<file path="src/rtl/bitcount_feeder.sv">
// Feeds 32-bit words from a small FIFO into a bitcount block and returns word/count pairs with a running total.
// Optional launch timeout and sticky timeout_err output when BITCOUNT_FEEDER_TIMEOUT_EN is defined.
module bitcount_feeder #(
    parameter int unsigned DEPTH = 4
`ifdef BITCOUNT_FEEDER_TIMEOUT_EN
    ,
    parameter int unsigned TIMEOUT_CYCLES = 64
`endif
) (
    input  logic        clk,
    input  logic        rst,
    input  logic [31:0] in_data,
    input  logic        in_valid,
    output logic        in_ready,
    output logic        bc_start,
    output logic [31:0] bc_in,
    input  logic        bc_finish,
    input  logic [31:0] bc_count,
    output logic [31:0] res_word,
    output logic [31:0] res_count,
    output logic        res_valid,
    input  logic        res_ready,
    input  logic        clear_total,
    output logic [31:0] total,
`ifdef BITCOUNT_FEEDER_TIMEOUT_EN
    output logic        timeout_err,
`endif
    output logic        busy
);

    localparam int unsigned DW = 32;
    localparam int unsigned AW = $clog2(DEPTH);
    localparam int unsigned CW = AW + 1;

    typedef enum logic [1:0] {
        ST_IDLE,
        ST_LAUNCH,
        ST_RELEASE,
        ST_OUTPUT
    } state_e;

    state_e          state_q, state_d;
    logic            rel_first_q, rel_first_d;
    logic            bc_start_q, bc_start_d;
    logic [DW-1:0]   bc_in_q, bc_in_d;
    logic            res_valid_q, res_valid_d;
    logic [DW-1:0]   res_word_q, res_word_d;
    logic [DW-1:0]   res_count_q, res_count_d;
    logic [DW-1:0]   total_q, total_d;
    logic            busy_q, busy_d;

    logic [DW-1:0]   mem_q [DEPTH];
    logic [AW-1:0]   wr_ptr_q, wr_ptr_d;
    logic [AW-1:0]   rd_ptr_q, rd_ptr_d;
    logic [CW-1:0]   count_q, count_d;
    logic            full_q, full_d;

    logic            push;
    logic            pop;
    logic            accept;

`ifdef BITCOUNT_FEEDER_TIMEOUT_EN
    localparam int unsigned TW = $clog2(TIMEOUT_CYCLES + 1);
    logic [TW-1:0]   timer_q, timer_d;
    logic            timeout_err_q, timeout_err_d;
`endif

    // Next-state, FIFO bookkeeping and result/total datapath.
    always_comb begin
        state_d     = state_q;
        rel_first_d = 1'b0;
        bc_start_d  = bc_start_q;
        bc_in_d     = bc_in_q;
        res_valid_d = res_valid_q;
        res_word_d  = res_word_q;
        res_count_d = res_count_q;
        push        = in_valid && !full_q;
        pop         = 1'b0;
        accept      = res_valid_q && res_ready;
`ifdef BITCOUNT_FEEDER_TIMEOUT_EN
        timer_d       = (state_q == ST_LAUNCH) ? timer_q + TW'(1) : '0;
        timeout_err_d = timeout_err_q;
`endif

        if (accept) begin
            res_valid_d = 1'b0;
        end
        // Clear wins first so a same-cycle acceptance still lands in the total.
        total_d = clear_total ? '0 : total_q;
        if (accept) begin
            total_d = total_d + res_count_q;
        end

        case (state_q)
            ST_IDLE: begin
                if (count_q != '0) begin
                    pop        = 1'b1;
                    bc_in_d    = mem_q[rd_ptr_q];
                    bc_start_d = 1'b1;
                    state_d    = ST_LAUNCH;
                end
            end
            ST_LAUNCH: begin
                if (bc_finish) begin
                    res_count_d = bc_count;
                    res_word_d  = bc_in_q;
                    res_valid_d = 1'b1;
                    bc_start_d  = 1'b0;
                    rel_first_d = 1'b1;
                    state_d     = ST_RELEASE;
                end
`ifdef BITCOUNT_FEEDER_TIMEOUT_EN
                else if (timer_q == TW'(TIMEOUT_CYCLES - 1)) begin
                    bc_start_d    = 1'b0;
                    rel_first_d   = 1'b1;
                    timeout_err_d = 1'b1;
                    state_d       = ST_RELEASE;
                end
`endif
            end
            ST_RELEASE: begin
                // First cycle always held so start stays low long enough between jobs.
                if (!rel_first_q && !bc_finish) begin
                    state_d = res_valid_d ? ST_OUTPUT : ST_IDLE;
                end
            end
            ST_OUTPUT: begin
                if (accept) begin
                    state_d = ST_IDLE;
                end
            end
            default: state_d = ST_IDLE;
        endcase

        wr_ptr_d = push ? wr_ptr_q + AW'(1) : wr_ptr_q;
        rd_ptr_d = pop  ? rd_ptr_q + AW'(1) : rd_ptr_q;
        count_d  = count_q + CW'(push) - CW'(pop);
        full_d   = (count_d == CW'(DEPTH));
        busy_d   = (state_d != ST_IDLE) || (count_d != '0);
    end

    always_ff @(posedge clk or negedge rst) begin
        if (!rst) begin
            state_q     <= ST_IDLE;
            rel_first_q <= 1'b0;
            bc_start_q  <= 1'b0;
            bc_in_q     <= '0;
            res_valid_q <= 1'b0;
            res_word_q  <= '0;
            res_count_q <= '0;
            total_q     <= '0;
            busy_q      <= 1'b0;
            wr_ptr_q    <= '0;
            rd_ptr_q    <= '0;
            count_q     <= '0;
            full_q      <= 1'b0;
        end else begin
            state_q     <= state_d;
            rel_first_q <= rel_first_d;
            bc_start_q  <= bc_start_d;
            bc_in_q     <= bc_in_d;
            res_valid_q <= res_valid_d;
            res_word_q  <= res_word_d;
            res_count_q <= res_count_d;
            total_q     <= total_d;
            busy_q      <= busy_d;
            wr_ptr_q    <= wr_ptr_d;
            rd_ptr_q    <= rd_ptr_d;
            count_q     <= count_d;
            full_q      <= full_d;
        end
    end

    always_ff @(posedge clk) begin
        if (push) begin
            mem_q[wr_ptr_q] <= in_data;
        end
    end

`ifdef BITCOUNT_FEEDER_TIMEOUT_EN
    always_ff @(posedge clk or negedge rst) begin
        if (!rst) begin
            timer_q       <= '0;
            timeout_err_q <= 1'b0;
        end else begin
            timer_q       <= timer_d;
            timeout_err_q <= timeout_err_d;
        end
    end

    assign timeout_err = timeout_err_q;
`endif

    assign in_ready  = !full_q;
    assign bc_start  = bc_start_q;
    assign bc_in     = bc_in_q;
    assign res_valid = res_valid_q;
    assign res_word  = res_word_q;
    assign res_count = res_count_q;
    assign total     = total_q;
    assign busy      = busy_q;

endmodule

</file>
<file path="config.mk">
export PLATFORM = sky130hd
export DESIGN_NAME = bitcount_feeder
export DESIGN_NICKNAME = d
export VERILOG_FILES = /design/src/rtl/bitcount_feeder.sv
export SDC_FILE = /design/constraint.sdc
export NUM_CORES = 1
export LEC_CHECK = 0
export CAP_MARGIN = 25
export CORE_UTILIZATION = 50
export DETAILED_ROUTE_END_ITERATION = 10
export GPL_TIMING_DRIVEN = 0
export PLACE_DENSITY = 0.78
export SYNTH_ARGS = -nofsm -noshare
export SYNTH_HDL_FRONTEND = slang
export SYNTH_SLANG_ARGS = --single-unit
</file>
<file path="constraint.sdc">
create_clock -name clk -period 3.6 [get_ports clk]
set_clock_uncertainty 0.2 [all_clocks]
set_input_delay 0.54 -clock clk [delete_from_list [all_inputs] [get_ports clk]]
set_output_delay 0.54 -clock clk [all_outputs]
set_load 0.03 [all_outputs]
</file>
==> impl_metrics.json <==
{
  "outcome": "finished, final reports clean",
  "hold_path.class": "flop to flop",
  "initial_core_util": 0.5148,
  "final_antenna_net_count": 0,
  "setup.worst_path.start_class": "input port",
  "fin_crit_sh": 0.9551,
  "clockRootBuffer": "clkbuf_16",
  "grt_max_degree": 78,
  "synth_top_cell_by_area": "edfxtp_1",
  "die_w_um": 158.2,
  "crit_arrival_ns": 3.67,
  "final_hold_viol_count": 0,
  "dieArea_mm2": 0.02501,
  "seq_area_frac_synth": 0.6067,
  "overflow": 0,
  "cp_data_required_time_ns": 3.84,
  "route.detailed.drc": 0,
  "vias": 8549,
  "synthTopCellsByArea": "edfxtp_1 32%, dfrtp_1 29%, nand2_1 8.0%",
  "ys_ff_latch": 270,
  "cp_slowest_stage_delay_ns": 0.61,
  "slew_viol_final": 0,
  "critPathKind": "input port to flop",
  "ios": 202,
  "fmax_mhz": 290.8,
  "dpl.hpwl_um": 20770,
  "cts.sinks": 270,
  "grt_pass1_vias": 8714,
  "fin_tns_setup_ns": 0,
  "cp-end-kind": "flop",
  "drt-total-wl_um": 29940,
  "final_nets": 1339,
  "viasPerCell": 5.445,
  "synth_cell_types": 66,
  "wl_per_cell_um": 19.07,
  "cap_violations": 0,
  "syn_nets": 1105,
  "async_flop_share": 0.5259,
  "worstMarginPinSlew_ns": 0.9108,
  "ys.flop_type": "dfrtp_1",
  "cts_tree": "yes",
  "relSlewSlack": 0.3928,
  "synth_top_area_frac": 0.3152,
  "grt.total_usage": 0.2437,
  "multi_input_area_mm2": 0.004502,
  "syn_inst": 996,
  "path_cells": "clkdlybuf4s50_1 -> buf_2 -> nor2b_1 -> ha_1 -> o21ai_0 -> nor2_1 -> o31ai_4 -> buf_4 -> a2111oi_4 -> o21ai_2 -> o2111a_1 -> a221o_1",
  "antenna_cells": 0,
  "vdd_drop_max_mv": 0.6287,
  "drive_above_1_share": 0.1279,
  "numCtsBuffers": 27,
  "p_leak_nw": 6.408,
  "antenna_found_initial": 1,
  "seq_area_mm2": 0.007397,
  "holdWs_ns": 0.2736,
  "clk_latency_ns": 0.56,
  "fp.coreArea_mm2": 0.02368,
  "gp_congestion": 0.9021,
  "synth-edff-count": 128,
  "clockBufferDepth": 3,
  "crit_fanout": 10,
  "first_iter_violations": 547,
  "area_growth_pct": 28.60,
  "synth_area_mm2": 0.01219,
  "fill_cells": 1761,
  "ys_warn_count": 0,
  "rows": 56,
  "setup_viol": 0,
  "powerDensity_mw_per_mm2": 923.9,
  "firstDrtPassIters": 7,
  "period_minus_slack_ns": 3.438,
  "grt_pass1_wl_um": 46450,
  "cp_slowest_cell": "clkdlybuf4s50_1",
  "chipHeight_um": 158.2,
  "io_buffer_count": 201,
  "h-tree-depth": 1,
  "path_clk_slew_ns": 0.07,
  "rsz0062_at_grt": "false",
  "synth_area_per_cell_um2": 12.24
}
power by group:
group	switching [mW]	total, mW	internal (mW)
Combinational	3.76	6.46	2.70
Clock	1.21	3.11	1.89
Sequential	0.647	4.92	4.27
Total	5.62	14.5	8.86
synthesized netlist by cell type (3+ instances only):
library cell / count
nand2_1: 260
dfrtp_1: 142
edfxtp_1: 128
a21oi_1: 42
ha_1: 37
mux2_2: 35
o21ai_0: 35
nor2b_1: 34
mux4_2: 32
clkbuf_1: 30
nor2_1: 28
inv_1: 15
xnor2_1: 15
nand4_1: 13
nand3_1: 11
a21o_1: 10
buf_1: 9
buf_2: 8
nor3_1: 7
a211oi_1: 6
xor2_1: 6
and2_1: 5
nand2b_1: 5
o211ai_1: 5
a221o_1: 4
and3_1: 4
nor4b_1: 4
o21ai_1: 4
or3_1: 4
a211oi_2: 3
clkbuf_2: 3
mux2i_1: 3
nor4_1: 3
o2111a_1: 3
o21bai_1: 3
o31ai_1: 3
logic make-up (layout without fill, tap and decap cells):
| group | Yosys count | after routing | share of synthesized area |
|---|---|---|---|
| simple gates | 390 | 390 | 0.1434 |
| flops | 270 | 270 | 0.6067 |
| compound gates | 136 | 136 | 0.07522 |
| mux | 70 | 70 | 0.09389 |
| buf+inv | 70 | 325 | 0.02452 |
| fa+ha+maj | 39 | 39 | 0.04125 |
| xor+xnor | 21 | 21 | 0.01508 |
per-stage QoR:
step                utilization  setup slack [ns]  power (mW)  instance area (um^2)  cells
finish                   0.6621            0.1616       14.49                 15680   1570
global route             0.6621          0.008312       15.26                 15680   1570
CTS                      0.6614           0.03369       14.60                 15660   1569
detailed placement       0.6189           -0.7572       11.42                 14660   1518
global placement         0.6167            -4.409       11.24                 14600   1516
floorplan                     -            0.4769       8.956                 12190    996
final timing paths:
kind | start | to | slack [ns] | cells after the start
max | clear_total | total[28]$_DFF_PN0_ | 0.16 | 12
min | res_word[31]$_DFFE_PN0P_ | res_word[31]$_DFFE_PN0P_ | 0.27 | 2
max reg2reg | count_q[1]$_DFF_PN0_ | busy$_DFF_PN0_ | 0.37 | 11
min reg2reg | res_word[31]$_DFFE_PN0P_ | res_word[31]$_DFFE_PN0P_ | 0.27 | 2
max in group asynchronous | rst | res_word[26]$_DFFE_PN0P_ | 1.94 | 3
min in group asynchronous | rst | res_count[14]$_DFFE_PN0P_ | 0.37 | 2
state kept, by name (all words and copies together), names as in the netlist:
register / flops
res_valid: 1
bc_in: 32
res_count: 32
rd_ptr_q: 2
state_q: 2
wr_ptr_q: 2
full_q: 1
busy: 1
bc_start: 1
mem_q: 128
rel_first_q: 1
total: 32
res_word: 32
count_q: 3
critical path, delay by kind of cell:
family	cells	cell delay (ns)
compound gates	6	1.27
fa+ha+maj	1	0.39
buf+inv	3	1.12
simple gates	2	0.34
cell type report:
cell class | instances | share of cell area
multi-input combinational | 656 | 0.2871
clock buffer | 31 | 0.04668
clock inverter | 19 | 0.01668
tap | 319 | 0.02545
timing repair buffer | 205 | 0.1325
sequential | 270 | 0.4718
inverter | 16 | 0.003830
buffer | 54 | 0.01596
routing by layer:
metal  up-vias  part of all wire  track usage
li1       4019                 -            -
met4         0             0.026      0.07418
met5         -                 0            0
met3        55             0.065      0.04353
met2       274              0.51       0.4307
met1      4201              0.40       0.3040
layout by cell type (no fill, tap or decap), types with 6 or more instances in the layout:
master and count:
bufinv_16 6, clkbuf_1 28, clkbuf_16 28, inv_1 15, edfxtp_1 128, nand2_1 260
mux4_2 32, a21o_1 10, nand3_1 11, a21oi_1 42, xnor2_1 15, a211oi_1 6
buf_2 9, o21ai_0 35, xor2_1 6, nor3_1 7, dfrtp_1 142, clkinv_2 10
buf_1 8, ha_1 37, nor2b_1 34, clkdlybuf4s50_1 200, nor2_1 28, mux2_2 35
nand4_1 13
repair_timing:
item / in CTS / in global routing
endpoints found under the setup margin: 5 / 10
setup buffers: 0 / 1
pin swaps: 0 / 1
hold buffers: 1 / 0
gates resized for setup: 2 / 8
endpoints found under the hold margin: 65 / 0
gates cloned: 0 / 0
No activity file was read; power rests on OpenSTA's default activity.
